[src/rtl/trace_sequencer_if.sv]
// rtl/trace_sequencer_if.sv - acquisition/display bus of the trace sequencer
interface trace_sequencer_if #(
    parameter int DEPTH = 64
);
    localparam int AW = $clog2(DEPTH);

    logic          arm;
    logic          sample_en;
    logic [1:0]    probe;
    logic [10:0]   x;
    logic [9:0]    y;
    logic [1:0]    state;
    logic          change;
    logic [AW-1:0] col_idx;
    logic          col_valid;
    logic [1:0]    fsm;

    modport master (
        output arm, sample_en, probe, x, y,
        input  state, change, col_idx, col_valid, fsm
    );

    modport slave (
        input  arm, sample_en, probe, x, y,
        output state, change, col_idx, col_valid, fsm
    );
endinterface

[src/rtl/trace_sequencer.sv]
// rtl/trace_sequencer.sv - triggered 2-bit probe capture with per-column trace readout
module trace_sequencer #(
    parameter int          DEPTH = 64,
    parameter logic [10:0] PX    = 11'd10,
    parameter logic [10:0] BX    = 11'd10
) (
    input  logic              clk,
    input  logic              rst,
    trace_sequencer_if.slave  bus
);
    localparam int            AW       = $clog2(DEPTH);
    localparam logic [AW-1:0] HALF     = AW'(DEPTH / 2);
    localparam logic [AW-1:0] HALF_M1  = AW'(DEPTH / 2 - 1);
    localparam logic [AW-1:0] ONE      = AW'(1);
    localparam logic [5:0]    SUB_MAX  = 6'(BX - 11'd1);
    localparam logic [31:0]   AREA_END = 32'(PX) + 32'(DEPTH) * 32'(BX);

    typedef enum logic [1:0] {
        S_IDLE    = 2'b00,
        S_ARMED   = 2'b01,
        S_CAPTURE = 2'b10,
        S_HOLD    = 2'b11
    } fsm_t;

    fsm_t          fsm_q;
    logic [2:0]    mem_q [DEPTH];
    logic [AW-1:0] wp_q;
    logic [AW-1:0] rd_base_q;
    logic [AW-1:0] pre_cnt_q;
    logic [AW-1:0] post_cnt_q;
    logic [1:0]    last_code_q;
    logic [5:0]    sub_q, sub_d;
    logic [AW-1:0] col_q, col_d;
    logic [1:0]    state_q;
    logic          change_q;
    logic [AW-1:0] col_idx_q;
    logic          col_valid_q;

    logic          wr_en;
    logic          is_change;
    logic          in_area;
    logic          show_d;
    logic [AW-1:0] rd_addr;
    logic [2:0]    rd_word;
    logic [31:0]   x_ext;

    assign wr_en     = bus.sample_en && (fsm_q == S_ARMED || fsm_q == S_CAPTURE);
    assign is_change = (bus.probe != last_code_q);
    assign x_ext     = {21'd0, bus.x};
    assign in_area   = (x_ext >= 32'(PX)) && (x_ext < AREA_END);
    // A pending arm leaves HOLD on this edge, so the display blanks together with the state change.
    assign show_d    = (fsm_q == S_HOLD) && !bus.arm && in_area && (bus.y != 10'h3FF);
    assign rd_addr   = rd_base_q + col_d;
    assign rd_word   = mem_q[rd_addr];

    // Acquisition state machine: pre/post-trigger counting, write pointer and hold base.
    always_ff @(posedge clk) begin
        if (rst) begin
            fsm_q       <= S_IDLE;
            wp_q        <= '0;
            rd_base_q   <= '0;
            pre_cnt_q   <= '0;
            post_cnt_q  <= '0;
            last_code_q <= 2'b00;
        end else begin
            if (wr_en) begin
                wp_q        <= wp_q + ONE;
                last_code_q <= bus.probe;
            end
            unique case (fsm_q)
                S_IDLE: begin
                    if (bus.arm) begin
                        fsm_q      <= S_ARMED;
                        pre_cnt_q  <= '0;
                        post_cnt_q <= '0;
                    end
                end
                S_ARMED: begin
                    if (wr_en) begin
                        if (pre_cnt_q == HALF && is_change) begin
                            fsm_q      <= S_CAPTURE;
                            post_cnt_q <= ONE;
                        end else if (pre_cnt_q != HALF) begin
                            pre_cnt_q <= pre_cnt_q + ONE;
                        end
                    end
                end
                S_CAPTURE: begin
                    if (wr_en) begin
                        post_cnt_q <= post_cnt_q + ONE;
                        if (post_cnt_q == HALF_M1) begin
                            fsm_q     <= S_HOLD;
                            rd_base_q <= wp_q + ONE;
                        end
                    end
                end
                S_HOLD: begin
                    if (bus.arm) begin
                        fsm_q      <= S_ARMED;
                        pre_cnt_q  <= '0;
                        post_cnt_q <= '0;
                    end
                end
                default: fsm_q <= S_IDLE;
            endcase
        end
    end

    // Sample ring: each entry keeps the code plus whether it differs from the previous sample.
    always_ff @(posedge clk) begin
        if (!rst && wr_en) begin
            mem_q[wp_q] <= {is_change, bus.probe};
        end
    end

    // Column of the current x, derived from the previous column since x advances by one per clock.
    always_comb begin
        sub_d = sub_q + 6'd1;
        col_d = col_q;
        if (bus.x == PX) begin
            sub_d = '0;
            col_d = '0;
        end else if (sub_q == SUB_MAX) begin
            sub_d = '0;
            col_d = col_q + ONE;
        end
    end

    // Column counters.
    always_ff @(posedge clk) begin
        if (rst) begin
            sub_q <= '0;
            col_q <= '0;
        end else begin
            sub_q <= sub_d;
            col_q <= col_d;
        end
    end

    // Registered display outputs, one clock behind x.
    always_ff @(posedge clk) begin
        if (rst) begin
            state_q     <= 2'b00;
            change_q    <= 1'b0;
            col_idx_q   <= '0;
            col_valid_q <= 1'b0;
        end else begin
            col_idx_q   <= col_d;
            col_valid_q <= show_d;
            state_q     <= show_d ? rd_word[1:0] : 2'b00;
            change_q    <= (show_d && col_d != '0) ? rd_word[2] : 1'b0;
        end
    end

    assign bus.state     = state_q;
    assign bus.change    = change_q;
    assign bus.col_idx   = col_idx_q;
    assign bus.col_valid = col_valid_q;
    assign bus.fsm       = fsm_q;
endmodule

[src/flat_wrapper.sv]
// flat-port wrapper written by rule: the top's interface ports become plain ports
module trace_sequencer_flat 
#(
    parameter int          DEPTH = 64,
    parameter logic [10:0] PX    = 11'd10,
    parameter logic [10:0] BX    = 11'd10
)
  (clk, rst, bus_arm, bus_sample_en, bus_probe, bus_x, bus_y, bus_state, bus_change, bus_col_idx, bus_col_valid, bus_fsm);
  trace_sequencer_if #(.DEPTH(DEPTH)) bus_i ();
  input  logic clk;
  input  logic rst;
  input wire logic [$bits(bus_i.arm)-1:0] bus_arm;
  input wire logic [$bits(bus_i.sample_en)-1:0] bus_sample_en;
  input wire logic [$bits(bus_i.probe)-1:0] bus_probe;
  input wire logic [$bits(bus_i.x)-1:0] bus_x;
  input wire logic [$bits(bus_i.y)-1:0] bus_y;
  output wire logic [$bits(bus_i.state)-1:0] bus_state;
  output wire logic [$bits(bus_i.change)-1:0] bus_change;
  output wire logic [$bits(bus_i.col_idx)-1:0] bus_col_idx;
  output wire logic [$bits(bus_i.col_valid)-1:0] bus_col_valid;
  output wire logic [$bits(bus_i.fsm)-1:0] bus_fsm;
  assign bus_i.arm = bus_arm;
  assign bus_i.sample_en = bus_sample_en;
  assign bus_i.probe = bus_probe;
  assign bus_i.x = bus_x;
  assign bus_i.y = bus_y;
  assign bus_state = bus_i.state;
  assign bus_change = bus_i.change;
  assign bus_col_idx = bus_i.col_idx;
  assign bus_col_valid = bus_i.col_valid;
  assign bus_fsm = bus_i.fsm;
  trace_sequencer #(.DEPTH(DEPTH), .PX(PX), .BX(BX)) u_core (.clk(clk), .rst(rst), .bus(bus_i));
endmodule
[config.mk]
export PLATFORM = sky130hd
export DESIGN_NAME = trace_sequencer_flat
export DESIGN_NICKNAME = d
export VERILOG_FILES = /design/src/rtl/trace_sequencer_if.sv /design/src/rtl/trace_sequencer.sv /design/src/flat_wrapper.sv
export SDC_FILE = /design/constraint.sdc
export NUM_CORES = 1
export LEC_CHECK = 0
export BUFFER_PORTS_ARGS = -buffer_cell sky130_fd_sc_hd__clkbuf_2
export CORE_MARGIN = 8
export CORE_UTILIZATION = 30
export DETAILED_ROUTE_END_ITERATION = 8
export PLACE_DENSITY = 0.55
export SLEW_MARGIN = 20
export SYNTH_ARGS = -nofsm -noshare
export SYNTH_HDL_FRONTEND = slang
export SYNTH_SLANG_ARGS = --single-unit
[constraint.sdc]
create_clock -name clk -period 11.3 [get_ports clk]
set_clock_uncertainty 0.05 [all_clocks]
set_input_delay 2.26 -clock clk [delete_from_list [all_inputs] [get_ports clk]]
set_output_delay 2.26 -clock clk [all_outputs]
set_load 0.005 [all_outputs]
==> impl_metrics.toml <==
[route]
antenna_left = 0
routed-via-count = 5734
wire_per_inst_um = 18.47
firstDrtPassIters = 5
drcViolationCount = 0
drt_iter0_drc = 375
via_per_inst = 4.759
routed_wl_mm = 22.26

[global_route]
antenna_found_initial = 0
grt_pass1_vias = 5836
grt_first_pass_wirelength_mm = 34.58
grt_max_degree = 67
grt_usage_pct = 10.77
grt_overflow = 0

[worst_setup_path]
crit_fanout = 20
crit_family = "compound AO/OA/AOI/OAI gates"
crit_path_top_delay_cell = "a2111oi_0"
critPathCaptureType = "register"
arrival_ns = 5.81
cp_common_cell = "a21boi_1"
worst_path_largest_cell_delay_ns = 0.78
criticalPathCategory = "in2reg"
required_ns = 11.70
crit_buf_inv = 2
path_cells = "clkbuf_2 > nor4_4 > and3_1 > a21oi_1 > xor2_1 > ha_2 > nor2_1 > a41o_1 > a2111oi_0 > a311oi_4 > buf_4 > a21boi_1 > a221oi_1 > o21ai_1 > a21boi_1"
startpoint_type = "input port"

[layout]
nFillCells = 3192
drive_gt1_share_pct = 20.48
area_growth_pct = 15.11
nets = 780
fin_area_sq_mm = 0.01182
stdcell_count = 1205
final_cell_mix = "edfxtp_1, nor2_1, mux4_2, dfxtp_1, clkbuf_2"
layout_commonest_cell = "edfxtp_1"
antennaDiodeCount = 0

[clock_tree]
cts_sinks = 236
htreeDepth = 1
cts_tree = "built"
cts_setup_buffers = 0
clockRootBuffer = "clkbuf_16"
cts.clk_slew.worst_paths_ns = 0.06
clk_latency_ns = 0.52
ctsHoldBuffers = 0
numCtsBuffers = 26
cts_buffer_depth = 3
ctsResizeCount = 0

[timing]
whs_ns = 0.4215
slew_headroom_pct = 32.76
final_max_slew_viol_count = 0
finalCritPeriodShare_pct = 47.93
finalSetupTns_ns = 0
max_freq_ghz = 0.1846
hold_viol = 0
worstMarginPinSlew_ns = 1.009
min_period_ns = 5.416
setup-violations-final = 0
rsz0062_at_grt = "no"

[logic_synthesis]
synthesis.area_sq_mm = 0.01027
syn_nets = 746
synth.area.top_cells = "edfxtp_1, mux4_2, dfxtp_1"
synth_edf_count = 192
syn_avg_cell_area_sq_um = 14.61
synth_top_area_share_pct = 56.14
synthFlopType = "edfxtp_1"
ys_ff_latch = 236
synth_largest_area_cell = "edfxtp_1"
synth_cell_types = 59
synth_warnings = 0
synthArstFlopShare_pct = 0
synth-seq-area-share_pct = 64.72
syn_inst = 703

[place]
dpl.hpwl_mm = 14.55
placed_area_sq_mm = 0.01093
io_buffer_count = 38
place_inst = 1157
globalplace.congestion = 0.7437

[power]
total_power_mw = 2.028
p_sw_share_pct = 23.21
peakVddDrop_uv = 79.34
power_frac_seq_pct = 48.6
comb_power_share_pct = 8.4
switchingPower_mw = 0.4707
clock_power_share_pct = 43.1
p_leak_nw = 3.878
internal_power_mw = 1.557
p_per_area_mw_per_mm2 = 171.5

[floorplan]
core_area_sq_mm = 0.03362
dieArea_sq_mm = 0.04041
die_x_um = 201.0
initial_utilization_pct = 30.55
fp.dieH_um = 201.0
rows = 67
io_pins = 39

[min_path]
holdCritPathClass = "reg2reg"

[job]
drv_cap = 0

[run_status]
status = "complete, no violations"
==> cell families (layout without fill, tap and decap cells) <==
logic type | count (synthesis) | after routing | share of synthesized area (%)
and+or+nand+nor | 229 | 229 | 10.78
AOI/OAI and AO/OA | 67 | 67 | 4.642
adders and majority gates | 16 | 16 | 1.949
xor gates and xnor gates | 28 | 28 | 2.571
DFF | 236 | 236 | 64.72
buffers and inverters | 52 | 106 | 2.181
muxes | 75 | 75 | 13.16
==> final timing paths <==
path	from	to	slack, ns	cells past startpoint
worst max register to register	u_core.sub_q[0]	u_core.bus.change	7.13	15
worst min-delay path	u_core.last_code_q[0]	u_core.last_code_q[0]	0.42	2
worst min register to register	u_core.last_code_q[0]	u_core.last_code_q[0]	0.42	2
worst max-delay path	bus_x[7]	u_core.bus.change	5.88	15
==> sequential cells by signal, summed over array words and instances (netlist names) <==
register,count
u_core.rd_base_q,6
u_core.mem_q,192
u_core.last_code_q,2
u_core.post_cnt_q,6
u_core.pre_cnt_q,6
u_core.bus.state,2
u_core.bus.change,1
u_core.bus.col_idx,6
u_core.sub_q,6
u_core.bus.fsm,2
u_core.wp_q,6
u_core.bus.col_valid,1
==> routing by layer <==
layer	track usage (%)	part of all wire [%]
met1	13.78	44
met2	18.46	49
met3	2.082	4.3
met4	2.733	2.1
met5	0	0
==> Yosys cell counts, drive strengths merged (6+ instances only) <==
master	instances
edfxtp	192
nor2	109
mux4	48
dfxtp	44
nand2	33
mux2i	27
clkbuf	26
a21oi	17
nand3	17
ha	16
o21ai	16
xnor2	15
inv	14
xor2	13
buf	12
nor3	12
or3	12
nand4	9
and3	6
==> power by group through the flow <==
stage               Clock [mW]  Sequential [mW]  Combinational [mW]
floorplan                    0            0.996               0.120
global placement             0             1.00               0.170
detailed placement           0             1.00               0.172
CTS                      0.895            0.984               0.172
global route             0.927            0.986               0.191
finish                   0.873            0.985               0.170
==> final cells by class <==
type	instances	area (sq um)	area share [%]
clock buffer	32	704.4	5.959
sequential	236	6646	56.22
inverter	14	52.55	0.4445
multi-input combinational	415	3435	29.05
tap	448	560.5	4.742
clock inverter	16	187.7	1.588
timing repair buffer	44	235.2	1.990
==> metrics by stage <==
stage	worst slack, ns	utilization [%]
after global routing	5.589	35.17
final	5.884	35.17
after detailed placement	5.323	32.51
after floorplan	6.128	-
after CTS	5.856	35.17
after global placement	5.359	32.51
==> worst register-to-register path, delay by kind of cell, from the launching register on <==
family,cells,cell delay (ns)
compound gates,6,1.59
xor+xnor,1,0.17
fa+ha+maj,2,0.73
buf+inv,1,0.28
flops,1,0.39
simple gates,5,0.91
Power figures use the tool's default switching activity.
